### config.mk
export PLATFORM = sky130hd
export DESIGN_NAME = ram_sdp_be
export DESIGN_NICKNAME = d
export VERILOG_FILES = /design/src/rtl/ram_sdp_be.sv
export SDC_FILE = /design/constraint.sdc
export NUM_CORES = 1
export LEC_CHECK = 0
export CAP_MARGIN = 10
export CORE_ASPECT_RATIO = 0.5
export CORE_MARGIN = 2
export CORE_UTILIZATION = 30
export DETAILED_ROUTE_END_ITERATION = 12
export PLACE_DENSITY_LB_ADDON = 0.1
export SLEW_MARGIN = 5
export SYNTH_ARGS = -nofsm -noshare
export SYNTH_HDL_FRONTEND = slang
export SYNTH_SLANG_ARGS = --single-unit
### constraint.sdc
create_clock -name clock -period 1.57 [get_ports clock]
set_input_delay 0.314 -clock clock [delete_from_list [all_inputs] [get_ports clock]]
set_output_delay 0.314 -clock clock [all_outputs]
set_load 0.02 [all_outputs]
### src/rtl/ram_sdp_be.sv
// rtl/ram_sdp_be.sv - simple dual-port RAM with byte enables, RDW policy, optional output register and clear sequencer
module ram_sdp_be #(
  parameter int DATA_W    = 8,
  parameter int ADDR_W    = 4,
  parameter int DEPTH     = 16,
  parameter int RD_BYPASS = 0,
  parameter int OUT_REG   = 0
) (
  input  logic                clock,
  input  logic                rst,
  input  logic                wen,
  input  logic [ADDR_W-1:0]   w_addr,
  input  logic [DATA_W-1:0]   wr_data,
  input  logic [DATA_W/8-1:0] wr_be,
  input  logic                ren,
  input  logic [ADDR_W-1:0]   r_addr,
  input  logic                clr,
  output logic [DATA_W-1:0]   dout,
  output logic                rd_valid,
  output logic                busy,
  output logic                addr_err
);

  localparam int NB = DATA_W / 8;
  localparam logic [ADDR_W-1:0] LAST_ADDR = ADDR_W'(DEPTH - 1);
  localparam logic [ADDR_W:0]   DEPTH_V   = (ADDR_W + 1)'(DEPTH);

  typedef enum logic {
    S_CLEAR,
    S_READY
  } state_t;

  state_t            state_q, state_d;
  logic [ADDR_W-1:0] clr_addr_q, clr_addr_d;

  logic [DATA_W-1:0] mem_q [DEPTH];

  logic              w_in, r_in;
  logic              w_ok, r_ok;
  logic [DATA_W-1:0] w_merged;
  logic [DATA_W-1:0] rd_data_d;
  logic              addr_err_d;

  logic [DATA_W-1:0] dout1_q;
  logic              vld1_q;
  logic              addr_err_q;

  // Requests are honoured only in READY; addresses at or beyond DEPTH never touch the array.
  assign busy = (state_q == S_CLEAR);
  assign w_in = ({1'b0, w_addr} < DEPTH_V);
  assign r_in = ({1'b0, r_addr} < DEPTH_V);
  assign w_ok = !busy && wen && w_in;
  assign r_ok = !busy && ren;

  // Clear sequencer next state: sweep clr_addr 0..DEPTH-1, restart on clr.
  always_comb begin
    state_d    = state_q;
    clr_addr_d = clr_addr_q;
    case (state_q)
      S_CLEAR: begin
        if (clr) begin
          clr_addr_d = '0;
        end else if (clr_addr_q == LAST_ADDR) begin
          clr_addr_d = '0;
          state_d    = S_READY;
        end else begin
          clr_addr_d = clr_addr_q + ADDR_W'(1);
        end
      end
      S_READY: begin
        if (clr) begin
          state_d    = S_CLEAR;
          clr_addr_d = '0;
        end
      end
      default: begin
        state_d    = S_CLEAR;
        clr_addr_d = '0;
      end
    endcase
  end

  // Sequencer state register; reset parks it at the start of a clear sweep.
  always_ff @(posedge clock or posedge rst) begin
    if (rst) begin
      state_q    <= S_CLEAR;
      clr_addr_q <= '0;
    end else begin
      state_q    <= state_d;
      clr_addr_q <= clr_addr_d;
    end
  end

  // Byte-merge the write data into the current word; also serves as the bypass value.
  always_comb begin
    w_merged = mem_q[w_addr];
    for (int k = 0; k < NB; k++) begin
      if (wr_be[k]) begin
        w_merged[8*k +: 8] = wr_data[8*k +: 8];
      end
    end
  end

  // Read word selection: out-of-range reads return zero, same-address reads honour the RDW policy.
  always_comb begin
    rd_data_d = '0;
    if (r_in) begin
      if ((RD_BYPASS != 0) && w_ok && (w_addr == r_addr)) begin
        rd_data_d = w_merged;
      end else begin
        rd_data_d = mem_q[r_addr];
      end
    end
  end

  // One error pulse per cycle even when both ports are out of range.
  always_comb begin
    addr_err_d = !busy && ((wen && !w_in) || (ren && !r_in));
  end

  // Array write port: the clear sweep owns the port while busy.
  always_ff @(posedge clock) begin
    if (state_q == S_CLEAR) begin
      mem_q[clr_addr_q] <= '0;
    end else if (w_ok) begin
      mem_q[w_addr] <= w_merged;
    end
  end

  // First read stage: dout holds its value when no read is accepted.
  always_ff @(posedge clock or posedge rst) begin
    if (rst) begin
      dout1_q    <= '0;
      vld1_q     <= 1'b0;
      addr_err_q <= 1'b0;
    end else begin
      vld1_q     <= r_ok;
      addr_err_q <= addr_err_d;
      if (r_ok) begin
        dout1_q <= rd_data_d;
      end
    end
  end

  assign addr_err = addr_err_q;

  generate
    if (OUT_REG != 0) begin : g_oreg
      logic [DATA_W-1:0] dout2_q;
      logic              vld2_q;

      // Optional output register: delays data and valid by one more cycle.
      always_ff @(posedge clock or posedge rst) begin
        if (rst) begin
          dout2_q <= '0;
          vld2_q  <= 1'b0;
        end else begin
          vld2_q <= vld1_q;
          if (vld1_q) begin
            dout2_q <= dout1_q;
          end
        end
      end

      assign dout     = dout2_q;
      assign rd_valid = vld2_q;
    end else begin : g_noreg
      assign dout     = dout1_q;
      assign rd_valid = vld1_q;
    end
  endgenerate

endmodule

==> flow_summary.ini, run 1 <==
[placed_design]
port_buffers = 31
place_congestion = 0.759
hpwl_um = 9730
numPlacedInstances = 700
postPlaceCellArea_um2 = 6870
place_ws_ps = -634

[timing]
skew_ps = 12.0
fmax_ghz = 0.591
whs_ps = 210
rsz0062_at_grt = yes
period_share = 1.08
fin_tns_setup_ps = -8930
finalSetupViolCount = 120
drv_slew = 0
min_period_ps = 1690
worst_slack_ps = -123
hold_viol_final = 0

[logic_synthesis]
synth_seq_cells = 142
synth_warnings = 0
syn_inst = 375
syn_area_um2 = 5790
synth_seq_area_share = 0.725
yosys-top-cells-area = edfxtp_1, mux2i_1, dfrtp_1
synth_top_cell_by_area = edfxtp_1
synth_top_area_share = 0.664
syn_area_per_cell_um2 = 15.4
synth_nets = 398
yosysUniqueCellTypes = 30

[cts]
cts_tree = done
clk_pin_slew_ps = 60
clockBufferDepth = 2
insertion_delay_ps = 410
cts-root-buf = clkbuf_16
cts.htree.levels = 4
cts_sinks = 142
cts_made_buffers = 17

[global_routing]
first_global_vias = 3560
grt_overflow = 0
grt_max_degree = 26
grt_pass1_wl_um = 21300
antenna_found_initial = 0
grtUsageTotal = 0.145

[pwr]
ir_drop_v = 0.000411
power_density_nw_per_um2 = 1130
finalPower_mw = 8.79
power_leakage_nw = 3.03

[layout]
layout-drive-gt1-share = 0.249
multiInputGateArea_um2 = 1620
nets = 488
final_util = 0.415
final_cell_mix = edfxtp_1, mux2i_1, nand2_1
diodes = 0
final_cells = 737
area_growth_pct = 33.9
stdcell_area_um2 = 7750
layout_commonest_cell = edfxtp_1
seqCellArea_um2 = 4190
nFillCells = 1719

[floorplan]
start_util = 0.310
die_x_um = 200
ios = 33
rows = 35
die_y_um = 102
die_area_um2 = 20500
core_um2 = 18700

[worst_setup_path]
crit_fanout = 8
worstPathArrival_ps = 1860
slowest_delay_ps = 430
endpoint_kind = flop
required_ps = 1730
crit_chain = and3_4 -> buf_6 -> a31oi_2 -> nor2_1 -> buf_4
worst-setup-path-type = flop to flop
start_kind = flop
cpMaxStageDelayCell = dfrtp_1

[route]
drc = 0
vias = 3343
drt_iter0_drc = 176
routed_wl_um = 14000
post_drt_wl_per_cell_um = 19.0
antenna_left = 0
drtPass1Iterations = 4
via_per_inst = 4.54

[run_status]
violations = negative setup slack
status = finished, violations left

[hold_path]
min_path_type = input pin to async pin

[flow_run]
drv_cap = 0
-- metal layers --
| metal | share of wire | global-route usage | up-vias | wire length [um] |
|---|---|---|---|---|
| met5 | 0 | 0 | - | 0 |
| met4 | 0.015 | 0.0513 | 0 | 215 |
| met3 | 0.042 | 0.0313 | 15 | 591 |
| met2 | 0.46 | 0.240 | 69 | 6470 |
| met1 | 0.48 | 0.193 | 1663 | 6710 |
| li1 | - | - | 1596 | - |
-- worst paths after layout --
| path | from | end | slack [ps] | cells past startpoint |
|---|---|---|---|---|
| max reg2reg | state_q | mem_q[1][4] | -120 | 5 |
| max | state_q | mem_q[1][4] | -120 | 5 |
| min | rst | clr_addr_q[0] | 210 | 3 |
| max in group asynchronous | rst | dout[6] | 1160 | 3 |
| min reg2reg | dout[1] | dout[1] | 490 | 2 |
| min in group clock | dout[1] | dout[1] | 490 | 2 |
-- cell usage after synthesis --
cell type / number
and3_1: 2
a31oi_2: 1
inv_1: 7
dfrtp_1: 14
mux2i_1: 66
ha_1: 1
clkbuf_2: 2
a31oi_1: 5
xnor2_1: 1
o21ai_0: 1
nand2b_1: 1
edfxtp_1: 128
a32oi_1: 1
and2_1: 9
nor2_1: 24
nor3b_1: 2
buf_12: 1
buf_2: 6
nand3_1: 21
nor2b_1: 3
buf_4: 4
a21oi_1: 11
buf_8: 1
nand2_1: 29
buf_6: 4
nand4_1: 6
a22oi_1: 18
nor3_1: 4
conb_1: 1
nor2_4: 1
-- flip-flops by register name, indices dropped and copies added (netlist names) --
| name | count |
|---|---|
| clr_addr_q | 4 |
| mem_q | 128 |
| dout | 8 |
| state_q | 1 |
| rd_valid | 1 |
-- area by class of cell --
class,count,share of cell area
Timing Repair Buffer,89,0.129
Inverter,7,0.00339
Sequential cell,142,0.541
Clock inverter,13,0.0200
Tap cell,259,0.0418
Clock buffer,19,0.0559
Multi-Input combinational cell,208,0.209
-- report_power, final --
group	internal [mW]	total (mW)	switching (mW)
registers	4.18	4.23	0.0498
clock network	2.38	3.94	1.57
logic	0.276	0.619	0.342
-- logic make-up after synthesis --
kind of cell / after synthesis / share of synthesized area
compound gates: 37 / 0.0428
xor+xnor: 1 / 0.00151
fa+ha+maj: 1 / 0.00216
buf+inv: 25 / 0.0305
flops: 142 / 0.725
mux: 66 / 0.114
other cells: 1 / 0.000648
simple gates: 102 / 0.0833
-- critical path, delay by kind of cell (launching register included) --
| kind | cells | cell delay (ps) |
|---|---|---|
| flops | 1 | 430 |
| simple gates | 2 | 300 |
| compound gates | 1 | 410 |
| buf+inv | 2 | 320 |
-- timing repair --
item,CTS,global route
hold buffers,0,0
setup buffers,2,7
gates resized for setup,47,16
endpoints found under the setup margin,138,129
pin swaps,12,7
No activity file was read; power rests on OpenSTA's default activity.
==> run 2, diff against run 1 <==
CORE_UTILIZATION = 40   (was 30)
REMOVE_ABC_BUFFERS = 1   (was unset)
==> run 2 against run 1 <==
  * The flow still finishes with violations (negative setup slack)
  * Combinational power is 1% higher
  * Clock-buffer cell count is 2 lower
  * Critical path depth rose by 1
  * Register-to-register slack about the same
  * Non-clock buffer count down 3
  * Sequential cell count is the same
  * Clock skew fell by 5.3 ps
  * Clock power is 2% higher
  * Critical endpoint is now mem_q[14][2]
  * Largest power group unchanged
==> flow_summary.ini, run 2 (synthesized netlist as in run 1, its figures left out) <==
[floorplan]
ios = 33
start_util = 0.404
core_um2 = 14300
die_x_um = 174
die_area_um2 = 15500
die_y_um = 89.0
rows = 31

[timing]
skew_ps = 6.69
finalSetupViolCount = 112
worst_slack_ps = -131
rsz0062_at_grt = yes
min_period_ps = 1700
hold_viol_final = 0
whs_ps = 194
period_share = 1.08
drv_slew = 0
fmax_ghz = 0.588

[layout]
nets = 485
final_cell_mix = edfxtp_1, mux2i_1, buf_4
final_cells = 673
regMostFlops = mem_q
diodes = 0
layout_commonest_cell = edfxtp_1
area_growth_pct = 31.7
largest_reg_flops = 128
nFillCells = 1152
layout-drive-gt1-share = 0.267

[worst_setup_path]
required_ps = 1750
endpoint_kind = flop
rrSetupSlack_ps = -130
start_kind = flop
crit_fanout = 8
worst-setup-path-type = flop to flop
worstPathArrival_ps = 1880

[placed_design]
place_congestion = 0.837
hpwl_um = 9450
port_buffers = 31
numPlacedInstances = 646

[global_routing]
grt_max_degree = 20
grt_pass1_wl_um = 20700
grtUsageTotal = 0.190
grt_overflow = 0
antenna_found_initial = 0
first_global_vias = 3489

[route]
drc = 0
vias = 3470
post_drt_wl_per_cell_um = 20.6
antenna_left = 0
routed_wl_um = 13900
drtPass1Iterations = 5
drt_iter0_drc = 203
via_per_inst = 5.16

[pwr]
p_clk_frac = 0.453
power_leakage_nw = 3.02
power_density_nw_per_um2 = 1160
p_sw_mw = 2.14
p_sw_frac = 0.241
internal-power_mw = 6.73
p_seq_frac = 0.476
p_comb_frac = 0.071
ir_drop_v = 0.000662

[cts]
cts_tree = done
cts_sinks = 142
clk_pin_slew_ps = 60
clockBufferDepth = 2
insertion_delay_ps = 420
cts.htree.levels = 4
cts_made_buffers = 17
cts-root-buf = clkbuf_16

[run_status]
status = finished, violations left
violations = negative setup slack

[hold_path]
min_path_type = input pin to async pin

[flow_run]
drv_cap = 0
[run 2: changes by cell type in the layout (fill, tap and decap cells not counted), sizes merged]
cell,previous run,this run
inv,12,17
clkinv,3,2
clkbuf,20,17
clkdlybuf4s50,18,20
clkinvlp,3,2
buf,59,57
bufinv,2,1
dlygate4sd2,11,9
[run 2: repair_timing]
item                                    in CTS  in global routing
gates cloned                                 1                  0
gates resized for setup                     76                 11
endpoints found under the setup margin     138                218
endpoints found under the hold margin        0                  0
hold buffers                                 0                  0
pin swaps                                   19                 16
buffers inserted                             5                  2
[run 2: final cells by class]
cell class / instances / area (um^2) / share of cell area
Sequential cell: 142 / 4200 / 0.551
Tap cell: 198 / 248 / 0.0325
Clock inverter: 15 / 170 / 0.0223
Inverter: 7 / 26.3 / 0.00345
Multi-Input combinational cell: 208 / 1680 / 0.221
Clock buffer: 17 / 425 / 0.0558
Timing Repair Buffer: 86 / 868 / 0.114
[run 2: final timing paths]
path	from	end	cells past startpoint
min	rst	clr_addr_q[0]	3
max reg2reg	state_q	mem_q[14][2]	6
max	state_q	mem_q[14][2]	6
min reg2reg	dout[1]	dout[1]	2
max in group asynchronous	rst	clr_addr_q[2]	3
min in group clock	dout[1]	dout[1]	2
[run 2: metrics by stage]
step	setup slack (ps)	cell area, um^2	utilization	total power [mW]	TNS [ps]
floorplan	-330	5640	-	4.54	-39240
global placement	-641	6800	0.475	4.87	-104010
detailed placement	-646	6800	0.475	4.89	-109930
CTS	-137	7700	0.538	8.91	-8730
global route	-185	7620	0.532	9.11	-15030
finish	-131	7620	0.532	8.87	-8110
[run 2: power by group through the flow]
stage / Combinational (mW) / Clock, mW / Sequential [mW]
6_report: 0.628 / 4.02 / 4.23
5_1_grt: 0.669 / 4.21 / 4.23
4_1_cts: 0.621 / 4.06 / 4.23
3_5_place_dp: 0.585 / 0 / 4.31
3_3_place_gp: 0.570 / 0 / 4.30
2_1_floorplan: 0.215 / 0 / 4.32
[run 2: per-layer routing]
layer / routed length, um / vias up / track usage
met2: 6240 / 108 / 0.295
met4: 200 / 0 / 0.0756
met5: 0 / - / 0
met3: 669 / 19 / 0.0472
li1: - / 1599 / -
met1: 6790 / 1744 / 0.261
[run 2: critical path, cell delays in order, from the launching register on]
cell and delay [ps]:
dfrtp_2 440, and3_4 180, buf_6 140, buf_6 120, a31oi_4 320, nor2_1 80, buf_4 190
